**config.mk**
```make
export PLATFORM = sky130hd
export DESIGN_NAME = sensor_conditioner_flat
export DESIGN_NICKNAME = d
export VERILOG_FILES = /design/src/rtl/sensor_conditioner_if.sv /design/src/rtl/sensor_conditioner.sv /design/src/flat_wrapper.sv
export SDC_FILE = /design/constraint.sdc
export NUM_CORES = 1
export LEC_CHECK = 0
export ABC_AREA = 0
export BUFFER_PORTS_ARGS = -buffer_cell sky130_fd_sc_hd__buf_2
export CORE_MARGIN = 3
export CORE_UTILIZATION = 50
export CTS_CLUSTER_SIZE = 12
export DETAILED_ROUTE_END_ITERATION = 8
export GPL_TIMING_DRIVEN = 0
export PLACE_DENSITY_LB_ADDON = 0.3
export SKIP_LAST_GASP = 1
export SYNTH_ARGS = -nofsm -noshare
export SYNTH_HDL_FRONTEND = slang
export SYNTH_SLANG_ARGS = --single-unit
```
**constraint.sdc**
```tcl
create_clock -name clk -period 4.2 [get_ports clk]
set_clock_uncertainty 0.05 [all_clocks]
set_input_delay 0 -clock clk [delete_from_list [all_inputs] [get_ports clk]]
set_output_delay 0 -clock clk [all_outputs]
set_load 0.02 [all_outputs]
```
**src/rtl/sensor_conditioner_if.sv**
```systemverilog
// Alarm front-end bundle: raw detector/ADC inputs in, clean registered alarm levels out.
interface sensor_conditioner_if;
    logic [7:0] smoke_data;
    logic       smoke_valid;
    logic       glp_raw;
    logic       fe_raw;
    logic       btn_apag_raw;
    logic       humoa;
    logic       humom;
    logic       glp;
    logic       fe;
    logic       apagsis;
    logic       sample_err;

    modport master (
        output smoke_data, smoke_valid, glp_raw, fe_raw, btn_apag_raw,
        input  humoa, humom, glp, fe, apagsis, sample_err
    );

    modport slave (
        input  smoke_data, smoke_valid, glp_raw, fe_raw, btn_apag_raw,
        output humoa, humom, glp, fe, apagsis, sample_err
    );
endinterface

```
**src/rtl/sensor_conditioner.sv**
```systemverilog
// Alarm input conditioning: sync + debounce of digital detectors, smoke level
// classification with hysteresis, and a sample-stream watchdog that fails safe to ALTO.
//
// state     | meaning
// ST_NORMAL | smoke below medium threshold
// ST_MEDIO  | medium smoke (humom)
// ST_ALTO   | high smoke (humoa), also forced when the sample stream stalls
module sensor_conditioner #(
    parameter int          DB_CYCLES = 16,
    parameter logic [7:0]  HUMO_MED  = 8'd80,
    parameter logic [7:0]  HUMO_ALTO = 8'd160,
    parameter logic [7:0]  HYST      = 8'd8,
    parameter int          TO_CYCLES = 1000
) (
    input  logic                  clk,
    input  logic                  reset,
    sensor_conditioner_if.slave   bus
);
    localparam int         DBW  = $clog2(DB_CYCLES + 1);
    localparam int         TOW  = $clog2(TO_CYCLES + 1);
    localparam logic [7:0] LO_M = HUMO_MED - HYST;
    localparam logic [7:0] LO_A = HUMO_ALTO - HYST;

    typedef enum logic [1:0] {ST_NORMAL, ST_MEDIO, ST_ALTO} state_t;

    // channel order: [0] glp, [1] fe, [2] button
    logic [2:0]           raw;
    logic [2:0]           sync1_q, sync1_d;
    logic [2:0]           sync2_q, sync2_d;
    logic [2:0]           level_q, level_d;
    logic [2:0][DBW-1:0]  db_cnt_q, db_cnt_d;
    logic                 btn_prev_q, btn_prev_d;
    logic                 apag_q, apag_d;
    state_t               state_q, state_d;
    logic [TOW-1:0]       to_cnt_q, to_cnt_d;
    logic                 err_q, err_d;

    assign raw = {bus.btn_apag_raw, bus.fe_raw, bus.glp_raw};

    always_comb begin
        sync1_d    = raw;
        sync2_d    = sync1_q;
        level_d    = level_q;
        db_cnt_d   = '0;
        for (int i = 0; i < 3; i++) begin
            if (sync2_q[i] != level_q[i]) begin
                if (db_cnt_q[i] == DBW'(DB_CYCLES - 1))
                    level_d[i] = ~level_q[i];
                else
                    db_cnt_d[i] = db_cnt_q[i] + DBW'(1);
            end
        end
        btn_prev_d = level_q[2];
        apag_d     = apag_q ^ (level_q[2] & ~btn_prev_q);
    end

    always_comb begin
        state_d  = state_q;
        to_cnt_d = to_cnt_q;
        err_d    = err_q;
        if (bus.smoke_valid) begin
            // A valid sample always beats expiry; while stalled state_q is already ALTO.
            to_cnt_d = '0;
            err_d    = 1'b0;
            case (state_q)
                ST_NORMAL: begin
                    if (bus.smoke_data >= HUMO_ALTO)     state_d = ST_ALTO;
                    else if (bus.smoke_data >= HUMO_MED) state_d = ST_MEDIO;
                end
                ST_MEDIO: begin
                    if (bus.smoke_data >= HUMO_ALTO)     state_d = ST_ALTO;
                    else if (bus.smoke_data < LO_M)      state_d = ST_NORMAL;
                end
                ST_ALTO: begin
                    if (bus.smoke_data < LO_M)           state_d = ST_NORMAL;
                    else if (bus.smoke_data < LO_A)      state_d = ST_MEDIO;
                end
                default: state_d = ST_NORMAL;
            endcase
        end else if (to_cnt_q != TOW'(TO_CYCLES)) begin
            to_cnt_d = to_cnt_q + TOW'(1);
            if (to_cnt_q == TOW'(TO_CYCLES - 1)) begin
                err_d   = 1'b1;
                state_d = ST_ALTO;
            end
        end
    end

    always_ff @(posedge clk or posedge reset) begin
        if (reset) begin
            sync1_q    <= '0;
            sync2_q    <= '0;
            level_q    <= '0;
            db_cnt_q   <= '0;
            btn_prev_q <= 1'b0;
            apag_q     <= 1'b0;
            state_q    <= ST_NORMAL;
            to_cnt_q   <= '0;
            err_q      <= 1'b0;
        end else begin
            sync1_q    <= sync1_d;
            sync2_q    <= sync2_d;
            level_q    <= level_d;
            db_cnt_q   <= db_cnt_d;
            btn_prev_q <= btn_prev_d;
            apag_q     <= apag_d;
            state_q    <= state_d;
            to_cnt_q   <= to_cnt_d;
            err_q      <= err_d;
        end
    end

    assign bus.glp        = level_q[0];
    assign bus.fe         = level_q[1];
    assign bus.apagsis    = apag_q;
    assign bus.humom      = (state_q == ST_MEDIO);
    assign bus.humoa      = (state_q == ST_ALTO);
    assign bus.sample_err = err_q;
endmodule
```
**src/flat_wrapper.sv**
```systemverilog
// flat-port wrapper written by rule: the top's interface ports become plain ports
module sensor_conditioner_flat 
#(
    parameter int          DB_CYCLES = 16,
    parameter logic [7:0]  HUMO_MED  = 8'd80,
    parameter logic [7:0]  HUMO_ALTO = 8'd160,
    parameter logic [7:0]  HYST      = 8'd8,
    parameter int          TO_CYCLES = 1000
)
  (clk, reset, bus_smoke_data, bus_smoke_valid, bus_glp_raw, bus_fe_raw, bus_btn_apag_raw, bus_humoa, bus_humom, bus_glp, bus_fe, bus_apagsis, bus_sample_err);
  sensor_conditioner_if bus_i ();
  input  logic clk;
  input  logic reset;
  input wire logic [$bits(bus_i.smoke_data)-1:0] bus_smoke_data;
  input wire logic [$bits(bus_i.smoke_valid)-1:0] bus_smoke_valid;
  input wire logic [$bits(bus_i.glp_raw)-1:0] bus_glp_raw;
  input wire logic [$bits(bus_i.fe_raw)-1:0] bus_fe_raw;
  input wire logic [$bits(bus_i.btn_apag_raw)-1:0] bus_btn_apag_raw;
  output wire logic [$bits(bus_i.humoa)-1:0] bus_humoa;
  output wire logic [$bits(bus_i.humom)-1:0] bus_humom;
  output wire logic [$bits(bus_i.glp)-1:0] bus_glp;
  output wire logic [$bits(bus_i.fe)-1:0] bus_fe;
  output wire logic [$bits(bus_i.apagsis)-1:0] bus_apagsis;
  output wire logic [$bits(bus_i.sample_err)-1:0] bus_sample_err;
  assign bus_i.smoke_data = bus_smoke_data;
  assign bus_i.smoke_valid = bus_smoke_valid;
  assign bus_i.glp_raw = bus_glp_raw;
  assign bus_i.fe_raw = bus_fe_raw;
  assign bus_i.btn_apag_raw = bus_btn_apag_raw;
  assign bus_humoa = bus_i.humoa;
  assign bus_humom = bus_i.humom;
  assign bus_glp = bus_i.glp;
  assign bus_fe = bus_i.fe;
  assign bus_apagsis = bus_i.apagsis;
  assign bus_sample_err = bus_i.sample_err;
  sensor_conditioner #(.DB_CYCLES(DB_CYCLES), .HUMO_MED(HUMO_MED), .HUMO_ALTO(HUMO_ALTO), .HYST(HYST), .TO_CYCLES(TO_CYCLES)) u_core (.clk(clk), .reset(reset), .bus(bus_i));
endmodule
```
# Word level (Yosys, flattened, before mapping)
# Cells that the tools add are included.
[totals] ram_bits=0 reg_bits=39 latch_bits=0 mem_bits_ro=0 memories=0 inputBits=14
[classes] mux=21 n_addsub=4 bitwise_logic=6 eq_ne=13 shift=0 reduce_logical=8 magnitude_cmp=4 mul=0 div_mod_pow=0
[op_table] op="2-to-1 mux 5 bit" count=6
[op_table] op="2-to-1 mux 10 bit" count=2
[op_table] op="2-to-1 mux 2 bit" count=9
[op_table] op="adder 5 x 1 -> 5 bit (second input constant)" count=3
[op_table] op="== test 5 x 4 -> 1 bit (second input constant)" count=3
[op_table] op="!= test 4 x 2 -> 1 bit (second input constant)" count=3
[op_table] op="adder 10 x 1 -> 10 bit (second input constant)" count=1
[op_table] op="== test 10 bit (second input constant)" count=1
[op_table] op="!= test 10 bit (second input constant)" count=1
[op_table] op=">= comparator 8 x 7 -> 1 bit (second input constant)" count=1
[op_table] op=">= comparator 8 bit (second input constant)" count=1
[op_table] op="< comparator 8 x 7 -> 1 bit (second input constant)" count=1
[op_table] op="< comparator 8 bit (second input constant)" count=1
[op_table] op="AND reduction 2 bit" count=4
[op_table] op="case mux 2 bit (3 select lines)" count=1
[op_table] op="AND reduction 5 bit" count=1
[op_table] op="NOT 1 bit" count=4
[op_table] op="nonzero test 2 bit" count=2
[op_table] op="2-to-1 mux 1 bit" count=3
[op_table] op="!= test 1 bit" count=3
[op_table] op="== test 2 x 1 -> 1 bit (second input constant)" count=1
[op_table] op="== test 2 bit (second input constant)" count=1
[op_table] op="zero test 2 bit" count=1
[op_table] op="AND 1 bit" count=1
[op_table] op="bitwise XOR 1 bit" count=1

# Logic depth before layout (Yosys ltp)
# Gate-level depths: netlist of run 1.
[depth] ltp_word=5 ltp_mapped=6 depth_no_buf=6

# Worst setup path before layout of run 1
# No wires, ideal clock.
[synth_path] kind="register to register" startpoint="register u_core.state_q[1]" endpoint="register u_core.state_q[0]" slack_ns=2.514 arrival_ns=1.508 path_stages_with_launch=5 period_less_slack_ns=1.686 path_cell_list="dfrtp_1 > nor2b_1 > a32oi_1 > o32ai_2 > mux2_1"
[synth_via] elab_chain_len=3 elab_cells_between_ends=9 cone_classes="5 x eq/ne; 2 x mux; 2 x reduce/logical"
[synth_rtl] item="from (decl)" line="sensor_conditioner.sv:34" rtl="state_t state_q, state_d;"
[synth_rtl] item="from (signal assigned)" line="sensor_conditioner.sv:107" rtl="state_q <= state_d;"
[synth_rtl] item="== test 2 x 1 -> 1 bit (*)"
[synth_rtl] item="net bus_humom" line="flat_wrapper.sv:20" rtl="output wire logic [$bits(bus_i.humom)-1:0] bus_humom;"
[synth_rtl] item="!= test 4 x 2 -> 1 bit (no source line) or case mux 2 bit (3 select lines) (tied branches)"
[synth_rtl] item="AND reduction 5 bit (no source line) or 2-to-1 mux 2 bit (tied branches)"
# Mark *: on every way through the listed nets, which the timed path passes. The rest lies on a longest branch.
# A chain may end at the register's enable or synchronous reset.

# Worst setup path after layout of run 1
[layout_path] startpoint="register u_core.state_q[0]" endpoint="register u_core.state_q[0]"
[layout_via] elab_chain_len=3 elab_cells_between_ends=9 cone_classes="5 x eq/ne; 2 x mux; 2 x reduce/logical"
[layout_rtl] item="== test 2 x 1 -> 1 bit (tied with other cells)" line="sensor_conditioner.sv:65" rtl="case (state_q)"
[layout_rtl] item="!= test 4 x 2 -> 1 bit (no source line) or case mux 2 bit (3 select lines) (tied branches)"
[layout_rtl] item="AND reduction 5 bit (no source line) or 2-to-1 mux 2 bit (tied branches)"
# Several ways; a longest one is shown, not always the timed one.

==> results of run 1 <==
report_power, final:
part           switching [mW]  internal (mW)  leakage, nW
clock                   0.119          0.141       0.0482
sequential             0.0184          0.394        0.517
combinational          0.0463         0.0394        0.443
synth_stat cells:
library cell and n:
dfrtp_1 39, a211oi_1 1, ha_1 5, or3b_1 1, nor2_1 20, and2_1 4, or3_1 2, o21ai_1 5
nor4_2 1, nor2b_1 1, nor3_1 4, a21oi_2 2, nand4b_4 1, xnor2_1 5, a32oi_1 1, nand2_1 6
nand3_1 9, a21oi_1 3, a211o_2 1, xor2_1 11, o21ai_0 3, or3_4 1, nand3b_2 1, mux2_1 5
nor4_4 2, nand2b_1 2, and3_1 3, clkbuf_1 1, mux2i_1 1, inv_1 6, and2b_1 1, o32ai_2 1
metal layers:
metal	GRT usage	part of all wire
met1	0.1957	0.49
met2	0.2542	0.46
met3	0.05199	0.043
met4	0.03886	0.0098
met5	0	0
final cells by class:
class	instances	area [µm²]	area share
Buffer	1	3.754	0.001839
Clock buffer	6	51.30	0.02514
Clock inverter	2	35.03	0.01717
Inverter	6	22.52	0.01104
Multi-Input combinational cell	103	739.5	0.3624
Sequential cell	39	975.9	0.4782
Tap cell	44	55.05	0.02698
Timing Repair Buffer	22	157.7	0.07725
flip-flops by register name, indices dropped and copies added, names as in the netlist:
signal,count
u_core.to_cnt_q,10
u_core.bus.apagsis,1
u_core.btn_prev_q,1
u_core.level_q,3
u_core.db_cnt_q,15
u_core.state_q,2
u_core.sync1_q,3
u_core.bus.sample_err,1
u_core.sync2_q,3
cell usage in the layout, fill, tap and decap left out, drive strengths merged, types with 2 or more instances in the layout:
cell type and n:
a21oi 5, and2 4, and3 3, buf 17, clkbuf 7, dfrtp 39
dlygate4sd3 5, ha 5, inv 6, mux2 5, nand2 6, nand2b 2
nand3 9, nor2 20, nor3 4, nor4 3, o21ai 8, or3 3
xnor2 5, xor2 11
critical path: stages, from the launching register on:
cell     delay (ns)
dfrtp_1        0.43
and2b_1        0.22
a32oi_1        0.11
o32ai_2        0.32
mux2_1         0.36
how the worst max path moves through the flow:
stage / start / to / depth (start not counted)
2_1_floorplan: u_core.state_q[1]$_DFFE_PP0P_ / u_core.state_q[0]$_DFFE_PP0P_ / 4
3_3_place_gp: u_core.state_q[0]$_DFFE_PP0P_ / u_core.state_q[0]$_DFFE_PP0P_ / 4
3_5_place_dp: u_core.state_q[0]$_DFFE_PP0P_ / u_core.state_q[0]$_DFFE_PP0P_ / 4
4_1_cts: u_core.state_q[0]$_DFFE_PP0P_ / u_core.state_q[0]$_DFFE_PP0P_ / 4
5_1_grt: u_core.to_cnt_q[1]$_DFFE_PP0P_ / u_core.state_q[0]$_DFFE_PP0P_ / 5
6_report: u_core.state_q[0]$_DFFE_PP0P_ / u_core.state_q[0]$_DFFE_PP0P_ / 4
repair_timing:
item,CTS,global route
hold buffers,5,0
setup endpoints to repair,0,0
buffers inserted,0,0
endpoints found under the hold margin,25,0
logic make-up (layout without fill, tap and decap cells):
logic type,count (synthesis),after routing,synth area share
compound gates,17,17,0.06609
xor+xnor,16,16,0.08046
fa+ha+maj,5,5,0.03592
buf+inv,7,37,0.01508
flops,39,39,0.5603
mux,6,6,0.03807
simple gates,59,59,0.2040
==> impl_results.md, run 1 <==
* Pre-CTS WS at 2.641 ns
* Worst Reg2Reg Path Length in Cells at 4
* Gate Count Post-Synth at 149
* Hold endpoint: u_core.state_q[0]$_DFFE_PP0P_
* Critical path required time at 4.38 ns
* Worst path arrival time at 1.77 ns
* Initial Util at 0.5480
* Fill count at 249
* Ports at 20
* Worst reg2reg startpoint: u_core.state_q[0]$_DFFE_PP0P_
* Clk Latency, worst-skew pair at 0.34 ns
* GP Congestion at 0.7693
* CTS tree: built
* First-pass DRT Iterations at 4
* First-pass GRT wire length at 4995 µm
* Hold Path Origin: bus_smoke_data[7]
* Status: finished, final reports clean
* Relative slew slack at 0.3996
* Core area at 3178 µm²
* Leak pwr at 1.008 nW
* Post-layout util at 0.6421
* Total die area at 4228 µm²
* CTS root buffer: clkbuf_4
* Die width at 65.02 µm
* Crit end category: register
* Htree depth at 2
* Hold Violations, Final at 0
* Num CTS Buffers at 5
* Clock transition at path regs at 0.11 ns
* Final Instance Area at 2041 µm²
* Post-route setup TNS at 0 ns
* Total power at 0.7580 mW
* Sequential area share after synthesis at 0.5603
* Post-Place Cells at 210
* Vias in the first global route at 1153
* Crit path kind: register to register
* Max-slew violation count at 0
* Reg2reg end: u_core.state_q[0]$_DFFE_PP0P_
* Top cells by area, synth: dfrtp_1, xor2_1, nor2_1, ha_1, mux2_1
* Synth-to-Final Area Change at 17.17%
* Syn Nets at 168
* RSZ-0062 raised after global routing: false
* Final hold slack at 0.1740 ns
* Overall Global Routing Usage at 0.1542
* Final Non-Filler Cells at 223
* Largest net degree at the start of global routing at 22
* Average vias per placed instance at 5.148
* DIE HEIGHT at 65.02 µm
* Initial antenna violation count at 0
* Wirelength, routed at 2754 µm
* Wire per inst at 12.35 µm
* Port-buffer cells at 16
* # rows at 20
* Syn. warnings at 0
* Initial DRC count at 17
* Area post-placement at 1904 µm²
* Post_cts resized at 0
* Worst R2R Setup Slack at 2.61 ns
* Overflow after GRT at 0
* Via count at 1148
* Final setup viols at 0
* Synth Register Bits at 39
* Worst Setup Start Kind: register
* Crit path time final at 1.594 ns
* Worst Path Max Fanout at 5
* Worst Max-Slew Pin Slew at 0.8995 ns
* Mapped cell area at 1742 µm²
* Clk buf depth at 2
* Layout cells sized above 1 at 0.1955
* Final worst-path cycle share at 0.3795
* Pwr Density at 371.5 nW/µm²
* Number of diodes at 0
* Class of the worst hold path: input pin to register
* # DRC at 0
* Setup WS post-layout at 2.606 ns
* TritonCTS Sinks at 39
* Cell variety after synth at 32
* Area share of the largest cell type after synthesis at 0.5603
* Yosys top cell by area: dfrtp_1
* DP HPWL at 1936 µm
* Worst vdd ir at 232.9 µV
* Net count, final at 197
* Final ANT Viol Nets at 0
* MaxCap Viol Count at 0
* Synth Area per Inst at 11.69 µm²
* Max Clock Freq at 627.5 MHz
* Worst hold stages at 4
(Power assumes the default switching activity.)
==> run 2: changes to the inputs <==
- clock period: 4.2 -> 1.35 ns (I/O delays scaled with it)
==> impl_results.md, run 2 (synthesis gave the netlist of run 1 again) <==
* Status: finished with violations
* Failing checks: setup timing
* Sequential Area at 979.7 µm²
* Final Instance Area at 2256 µm²
* Flop pwr share at 0.585
* Worst Max-Slew Pin Slew at 0.6887 ns
* First-pass GRT wire length at 5402 µm
* Via count at 1229
* # DRC at 0
* Overflow after GRT at 0
* Net count, final at 210
* Worst path arrival time at 1.75 ns
* Comb pwr share at 0.154
* Port-buffer cells at 16
* Largest net degree at the start of global routing at 24
* Initial Util at 0.5480
* Clk buf depth at 2
* Overall Global Routing Usage at 0.1702
* CTS root buffer: clkbuf_4
* Largest register by flop count: u_core.db_cnt_q
* Relative slew slack at 0.5404
* Worst Path Max Fanout at 5
* Setup WS post-layout at -0.2249 ns
* Wirelength, routed at 3230 µm
* Total die area at 4228 µm²
* Initial antenna violation count at 0
* Worst vdd ir at 602.7 µV
* Max-slew violation count at 0
* GP Congestion at 0.7930
* Crit path kind: register to register
* Final hold slack at 0.1817 ns
* Clock transition at path regs at 0.10 ns
* Initial DRC count at 60
* RSZ-0062 raised after global routing: true
* Largest regs: u_core.db_cnt_q (15), u_core.to_cnt_q (10)
* Critical path required time at 1.53 ns
* Leak pwr at 1.088 nW
* Clk Latency, worst-skew pair at 0.35 ns
* Multi-input gate area at 872.1 µm²
* Clock power share at 0.261
* Core area at 3178 µm²
* TritonCTS Sinks at 39
* DIE HEIGHT at 65.02 µm
* Num CTS Buffers at 5
* Crit end category: register
* Htree depth at 2
* Class of the worst hold path: input pin to register
* Number of diodes at 0
* Final ANT Viol Nets at 0
* P_sw at 0.6062 mW
* Average vias per placed instance at 5.208
* Final setup viols at 7
* Max reg flops at 15
* Hold Violations, Final at 0
* MaxCap Viol Count at 0
* Wire per inst at 13.69 µm
* Die width at 65.02 µm
* CTS tree: built
* DP HPWL at 2085 µm
* Synth-to-Final Area Change at 29.53%
* First-pass DRT Iterations at 4
* Crit path time final at 1.575 ns
* Internal Dissipation at 1.595 mW
* # rows at 20
* Area post-placement at 1908 µm²
* Ports at 20
* Sw frac at 0.2754
* Commonest non-fill, non-tap cells in the layout: dfrtp_1, nor2_1, buf_2
* Vias in the first global route at 1224
* Commonest non-fill, non-tap cell in the layout: dfrtp_1
* Worst Setup Start Kind: register
* Layout cells sized above 1 at 0.3906
* Max Clock Freq at 635.0 MHz
* Fill count at 235
* Pwr Density at 975.8 nW/µm²
* Final worst-path cycle share at 1.167
[run 2: stage by stage]
step	worst slack (ns)	utilization	cells	total power [mW]	setup TNS [ns]
finish	-0.2249	0.7098	236	2.201	-0.8149
global route	-0.2796	0.7098	236	2.341	-1.326
CTS	-0.2139	0.6713	231	2.207	-0.9522
detailed placement	-0.2226	0.6004	210	1.571	-0.9290
global placement	-0.1880	0.5917	209	1.544	-1.789
floorplan	-0.1816	-	149	1.478	-0.3631
[run 2: timing repair]
| item | 4_1_cts | 5_1_grt |
|---|---|---|
| endpoints found under the setup margin | 8 | 14 |
| pin swaps | 5 | 10 |
| hold buffers | 5 | 0 |
| hold endpoints to repair | 20 | 0 |
| buffers inserted | 8 | 6 |
| gates resized for setup | 15 | 22 |
| cloned | 0 | 0 |
[run 2: worst paths after layout]
path	slack [ns]	cells past startpoint	to	start
setup / recovery	-0.22	4	u_core.state_q[0]$_DFFE_PP0P_	u_core.state_q[0]$_DFFE_PP0P_
hold / removal	0.18	4	u_core.state_q[1]$_DFFE_PP0P_	bus_smoke_data[5]
setup reg to reg	-0.22	4	u_core.state_q[0]$_DFFE_PP0P_	u_core.state_q[0]$_DFFE_PP0P_
hold reg to reg	0.31	0	u_core.sync2_q[1]$_DFF_PP0_	u_core.sync1_q[1]$_DFF_PP0_
max in group asynchronous	0.45	4	u_core.to_cnt_q[0]$_DFFE_PP0P_	reset
min in group asynchronous	0.24	3	u_core.btn_prev_q$_DFF_PP0_	reset
[run 2: critical path, stage by stage, from the launching register on]
cell and delay (ns):
dfrtp_1 0.43, and2b_2 0.23, a32oi_1 0.10, o32ai_2 0.29
mux2_1 0.36
[run 2: metal layers]
layer / part of all wire / track usage / vias up
met5: 0 / 0 / -
met1: 0.43 / 0.2056 / 605
met2: 0.50 / 0.2771 / 27
met4: 0.024 / 0.06995 / 0
met3: 0.047 / 0.05893 / 7
li1: - / - / 590
[run 2: final cells by class]
class / count / share of cell area
multi-input combinational: 103 / 0.3866
timing repair buffer: 35 / 0.1181
clock buffer: 6 / 0.01830
sequential: 39 / 0.4343
clock inverter: 2 / 0.005546
tap: 44 / 0.02440
buffer: 1 / 0.001664
inverter: 6 / 0.01109
[run 2: power by group through the flow]
stage | registers [mW] | logic, mW | clock network, mW
after global routing | 1.30 | 0.377 | 0.665
after global placement | 1.30 | 0.243 | 0
after CTS | 1.28 | 0.316 | 0.606
final | 1.29 | 0.340 | 0.574
after floorplan | 1.29 | 0.184 | 0
after detailed placement | 1.31 | 0.264 | 0
